--- config.mk ---
export PLATFORM = sky130hd
export DESIGN_NAME = add_pipe_stage_flat
export DESIGN_NICKNAME = d
export VERILOG_FILES = /design/src/rtl/add_pipe_stage_if.sv /design/src/rtl/add_pipe_stage.sv /design/src/flat_wrapper.sv
export SDC_FILE = /design/constraint.sdc
export NUM_CORES = 1
export LEC_CHECK = 0
export CAP_MARGIN = 20
export CORE_MARGIN = 2
export CORE_UTILIZATION = 50
export DETAILED_ROUTE_END_ITERATION = 10
export PLACE_DENSITY_LB_ADDON = 0.3
export SYNTH_ARGS = -nofsm -noshare
export SYNTH_HDL_FRONTEND = slang
export SYNTH_SLANG_ARGS = --single-unit
--- constraint.sdc ---
create_clock -name clk -period 2.7 [get_ports clk]
set_clock_uncertainty 0.2 [all_clocks]
set_input_delay 0.405 -clock clk [delete_from_list [all_inputs] [get_ports clk]]
set_output_delay 0.405 -clock clk [all_outputs]
set_load 0.05 [all_outputs]
--- src/rtl/add_pipe_stage_if.sv ---
// Operand/result bus for add_pipe_stage: add_in side (a, b, in_valid/in_ready)
// and add_out side (sum, cout, out_valid/out_ready).
interface add_pipe_stage_if #(
    parameter int unsigned ADD_WIDTH = 4
) ();
    logic [ADD_WIDTH-1:0] a;
    logic [ADD_WIDTH-1:0] b;
    logic                 in_valid;
    logic                 in_ready;
    logic [ADD_WIDTH-1:0] sum;
    logic                 cout;
    logic                 out_valid;
    logic                 out_ready;

    // master: operand initiator that also sinks results
    modport master (
        output a, b, in_valid, out_ready,
        input  in_ready, sum, cout, out_valid
    );

    modport slave (
        input  a, b, in_valid, out_ready,
        output in_ready, sum, cout, out_valid
    );
endinterface

--- src/rtl/add_pipe_stage.sv ---
// Two-stage valid/ready pipelined adder with saturating delivery/carry statistics.
// Optional feature macro: ADD_PIPE_SAT_EN (saturating sum on carry).
module add_pipe_stage #(
    parameter int unsigned ADD_WIDTH = 4,
    parameter int unsigned CNT_WIDTH = 16
) (
    input  logic                 clk,
    input  logic                 rst,
    add_pipe_stage_if.slave      add_io,
    input  logic                 clr_stats,
    output logic [CNT_WIDTH-1:0] txn_count,
    output logic [CNT_WIDTH-1:0] carry_count
);
    localparam logic [CNT_WIDTH-1:0] CntMax = '1;

    logic [ADD_WIDTH-1:0] r_s1_a;
    logic [ADD_WIDTH-1:0] r_s1_b;
    logic                 r_s1_v;
    logic [ADD_WIDTH-1:0] r_s2_sum;
    logic                 r_s2_cout;
    logic                 r_s2_v;
    logic [CNT_WIDTH-1:0] r_txn;
    logic [CNT_WIDTH-1:0] r_carry;

    logic                 w_s2_adv;
    logic                 w_s1_adv;
    logic                 w_accept;
    logic                 w_deliver;
    logic [ADD_WIDTH:0]   w_full;
    logic [ADD_WIDTH-1:0] w_s2_sum;

    assign w_s2_adv  = !r_s2_v || add_io.out_ready;
    assign w_s1_adv  = !r_s1_v || w_s2_adv;
    assign w_accept  = add_io.in_valid && w_s1_adv;
    assign w_deliver = r_s2_v && add_io.out_ready;

    assign w_full = {1'b0, r_s1_a} + {1'b0, r_s1_b};

`ifdef ADD_PIPE_SAT_EN
    // Clamp on overflow; cout still reports the true carry.
    assign w_s2_sum = w_full[ADD_WIDTH] ? {ADD_WIDTH{1'b1}} : w_full[ADD_WIDTH-1:0];
`else
    assign w_s2_sum = w_full[ADD_WIDTH-1:0];
`endif

    always_ff @(posedge clk) begin
        if (rst) begin
            r_s1_a    <= '0;
            r_s1_b    <= '0;
            r_s1_v    <= 1'b0;
            r_s2_sum  <= '0;
            r_s2_cout <= 1'b0;
            r_s2_v    <= 1'b0;
        end else begin
            if (w_accept) begin
                r_s1_a <= add_io.a;
                r_s1_b <= add_io.b;
                r_s1_v <= 1'b1;
            end else if (w_s1_adv) begin
                r_s1_v <= 1'b0;
            end
            if (w_s2_adv) begin
                r_s2_v <= r_s1_v;
                // Result registers keep their last value while the pipe is empty.
                if (r_s1_v) begin
                    r_s2_sum  <= w_s2_sum;
                    r_s2_cout <= w_full[ADD_WIDTH];
                end
            end
        end
    end

    always_ff @(posedge clk) begin
        if (rst || clr_stats) begin
            r_txn   <= '0;
            r_carry <= '0;
        end else if (w_deliver) begin
            if (r_txn != CntMax) begin
                r_txn <= r_txn + 1'b1;
            end
            if (r_s2_cout && (r_carry != CntMax)) begin
                r_carry <= r_carry + 1'b1;
            end
        end
    end

    assign add_io.in_ready  = w_s1_adv;
    assign add_io.sum       = r_s2_sum;
    assign add_io.cout      = r_s2_cout;
    assign add_io.out_valid = r_s2_v;
    assign txn_count        = r_txn;
    assign carry_count      = r_carry;
endmodule
--- src/flat_wrapper.sv ---
// flat-port wrapper written by rule: the top's interface ports become plain ports
module add_pipe_stage_flat 
#(
    parameter int unsigned ADD_WIDTH = 4,
    parameter int unsigned CNT_WIDTH = 16
)
  (clk, rst, clr_stats, txn_count, carry_count, add_io_a, add_io_b, add_io_in_valid, add_io_out_ready, add_io_in_ready, add_io_sum, add_io_cout, add_io_out_valid);
  add_pipe_stage_if #(.ADD_WIDTH(ADD_WIDTH)) add_io_i ();
  input  logic clk;
  input  logic rst;
  input  logic clr_stats;
  output logic [CNT_WIDTH-1:0] txn_count;
  output logic [CNT_WIDTH-1:0] carry_count;
  input wire logic [$bits(add_io_i.a)-1:0] add_io_a;
  input wire logic [$bits(add_io_i.b)-1:0] add_io_b;
  input wire logic [$bits(add_io_i.in_valid)-1:0] add_io_in_valid;
  input wire logic [$bits(add_io_i.out_ready)-1:0] add_io_out_ready;
  output wire logic [$bits(add_io_i.in_ready)-1:0] add_io_in_ready;
  output wire logic [$bits(add_io_i.sum)-1:0] add_io_sum;
  output wire logic [$bits(add_io_i.cout)-1:0] add_io_cout;
  output wire logic [$bits(add_io_i.out_valid)-1:0] add_io_out_valid;
  assign add_io_i.a = add_io_a;
  assign add_io_i.b = add_io_b;
  assign add_io_i.in_valid = add_io_in_valid;
  assign add_io_i.out_ready = add_io_out_ready;
  assign add_io_in_ready = add_io_i.in_ready;
  assign add_io_sum = add_io_i.sum;
  assign add_io_cout = add_io_i.cout;
  assign add_io_out_valid = add_io_i.out_valid;
  add_pipe_stage #(.ADD_WIDTH(ADD_WIDTH), .CNT_WIDTH(CNT_WIDTH)) u_core (.clk(clk), .rst(rst), .add_io(add_io_i), .clr_stats(clr_stats), .txn_count(txn_count), .carry_count(carry_count));
endmodule
==> metrics.cfg <==
[yosys]
synthTopCellsByArea=dfxtp_1, a21oi_1, nand2_1
netlist_instances=283
synth_edf_count=0
synth_ff_type=dfxtp_1
yosys.area.top_type=dfxtp_1
postSynthNetCount=303
yosysWarnings=0
synthDistinctLibCells=49
syn_area_per_cell_um2=8.303
postSynth.asyncResetShare=0
ys_ff_latch=47
syn_area_um2=2350
synth_top_area_share=0.4004
ys_seq_area_frac=0.4004

[detailed_routing]
final_antenna_net_count=0
met3_length_um=317
via_per_inst=6.013
routed_wl_mm=5.299
vias=2315
drcViolationCount=0
drtPass1Iterations=4
drt_iter0_drc=114
routed.top_layer=met4
wire_per_inst_um=13.76
wl_met1_mm=2.457
wl_met2_mm=2.484

[worst_setup_path]
worstPathArrival_ns=1.63
critPathBufInv=1
critPathMaxStageDelay_ns=0.86
r2r-start=u_core.txn_count[2]
reg2reg_depth=4
slowest_stage=clkdlybuf4s50_1
r2r_setup_slack_ns=0.58
cpLargestDelayFamily=buffers and inverters
r2r_end=u_core.txn_count[15]
worstPathCellList=clkdlybuf4s50_1
start_kind=register
end_kind=output port
crit_fanout=9
required_ns=2.10
path_class=reg2out

[clock_tree]
clock_latency_ns=0.30
root_buffer=clkbuf_8
ctsHtreeMaxLevel=2
holdBufCountCts=0
cts.path.max_buffers=2
cts_buffers=5
cts_resized=0
path_clk_slew_ns=0.08
cts_tree=done
cts_setup_buffers=0
clock_sinks=47

[placed_design]
io_buffers=51
dpl.hpwl_mm=3.840
dpl_cell_area_um2=2898
dp.cells=377
routabilityCongestion=0.8669

[global_route]
antenna_found_initial=0
grt.overflow.total=0
grt_pass1_wl_mm=8.769
grt_max_degree=28
first_global_vias=1931
grt_usage=0.2063

[power]
p_per_area_nw_per_um2=413.5
vdd_ir_drop_max_mv=0.3077
power.leakage_nw=0.9923

[timing]
min_period_over_period=0.8262
max_slew_margin=0.6175
timing.fmax_mhz=448.3
finalHoldViolCount=0
fin_setup_tns_ns=0
tightest_slew_ns=0.5737
setup_viol=0
rsz0062_at_grt=false
drv_slew=0
period_minus_slack_ns=2.231

[floorplanning]
start_util=0.5287
die_area_um2=5264
core_area_um2=4444
rows=24
die_w_um=72.55
die_h_um=72.55
io-pin-count=52

[min_path]
min_path_cells=2
min_path_type=reg2reg
hold_path_end=u_core.r_s1_b[3]
min-delay-start=u_core.r_s1_b[3]

[finish]
layout_common_cells=clkdlybuf4s50_1, dfxtp_1, nand2_1
nets=352
layout_commonest_cell=clkdlybuf4s50_1
final_cell_area_um2=2979
antennaDiodeCount=0
final_cells=385
post_route_cells_drive_above_1_share=0.06006
area.growth.synth_to_final_pct=26.78

[job]
maxCapViolations=0

[run_status]
status=finished, final reports clean

[state kept, by name, summed over array words and instances, names as in the netlist]
signal / flops
u_core.add_io.cout: 1
u_core.add_io.out_valid: 1
u_core.add_io.sum: 4
u_core.carry_count: 16
u_core.r_s1_a: 4
u_core.r_s1_b: 4
u_core.r_s1_v: 1
u_core.txn_count: 16
[cells in the mapped netlist (3+ instances only)]
cell type   n
a21oi_1    31
or4_1       7
inv_1       8
nand4_1    11
or2_2       3
dfxtp_1    47
and3_1      6
or3_1      13
o31ai_1     7
a211oi_1    3
nand2_1    32
o21ai_0    16
clkbuf_1   10
nand3_1    22
and4_1      4
ha_1        6
nor2_1     13
[cell families (layout without fill, tap and decap cells)]
| group | after synthesis | after routing | synth area share |
|---|---|---|---|
| mux | 1 | 1 | 0.004260 |
| compound gates | 76 | 76 | 0.2039 |
| fa+ha+maj | 7 | 7 | 0.04047 |
| xor+xnor | 3 | 3 | 0.01118 |
| flops | 47 | 47 | 0.4004 |
| buf+inv | 22 | 72 | 0.04473 |
| simple gates | 127 | 127 | 0.2950 |
[power breakdown]
part | switching (W) | total [W] | leakage, nW | internal (W)
Combinational | 0.0000640 | 0.000110 | 0.569 | 0.0000461
Clock | 0.000224 | 0.000406 | 0.0422 | 0.000182
Sequential | 0.0000104 | 0.000716 | 0.381 | 0.000705
[cell type report]
type / instances / area (µm²)
multi-input cells: 214 / 1304
inverters: 8 / 30.03
repair buffers: 56 / 558.0
fillers: 375 / 1465
clock buffers: 7 / 76.32
flip-flops and latches: 47 / 940.9
well taps: 52 / 65.06
clock inverters: 1 / 5.005
[metrics by stage]
step                setup slack [ns]  power (W)    util  hold slack, ns
floorplan                     0.2373  0.0008000       -          0.2400
global placement              0.2421  0.0008392  0.6520          0.2480
detailed placement            0.1975  0.0008417  0.6520          0.2528
CTS                           0.4596   0.001242  0.6703          0.2640
global route                  0.3894   0.001275  0.6703          0.2784
finish                        0.4692   0.001232  0.6703          0.2639
[layer usage]
| metal | vias up | global-route usage |
|---|---|---|
| met3 | 5 | 0.04306 |
| met1 | 1078 | 0.2852 |
| met5 | - | 0 |
| met2 | 67 | 0.3242 |
| li1 | 1165 | - |
| met4 | 0 | 0.06173 |
[how the worst max path moves through the flow]
stage | slack, ns | depth (start not counted) | to | startpoint
6_report | 0.47 | 1 | carry_count[8] | u_core.carry_count[8]
5_1_grt | 0.39 | 1 | carry_count[8] | u_core.carry_count[8]
4_1_cts | 0.46 | 1 | carry_count[8] | u_core.carry_count[8]
3_5_place_dp | 0.20 | 5 | u_core.txn_count[15] | add_io_out_ready
3_3_place_gp | 0.24 | 5 | u_core.txn_count[15] | add_io_out_ready
2_1_floorplan | 0.24 | 6 | u_core.txn_count[0] | u_core.txn_count[0]
Note: power is estimated with default switching activity, not from simulation.
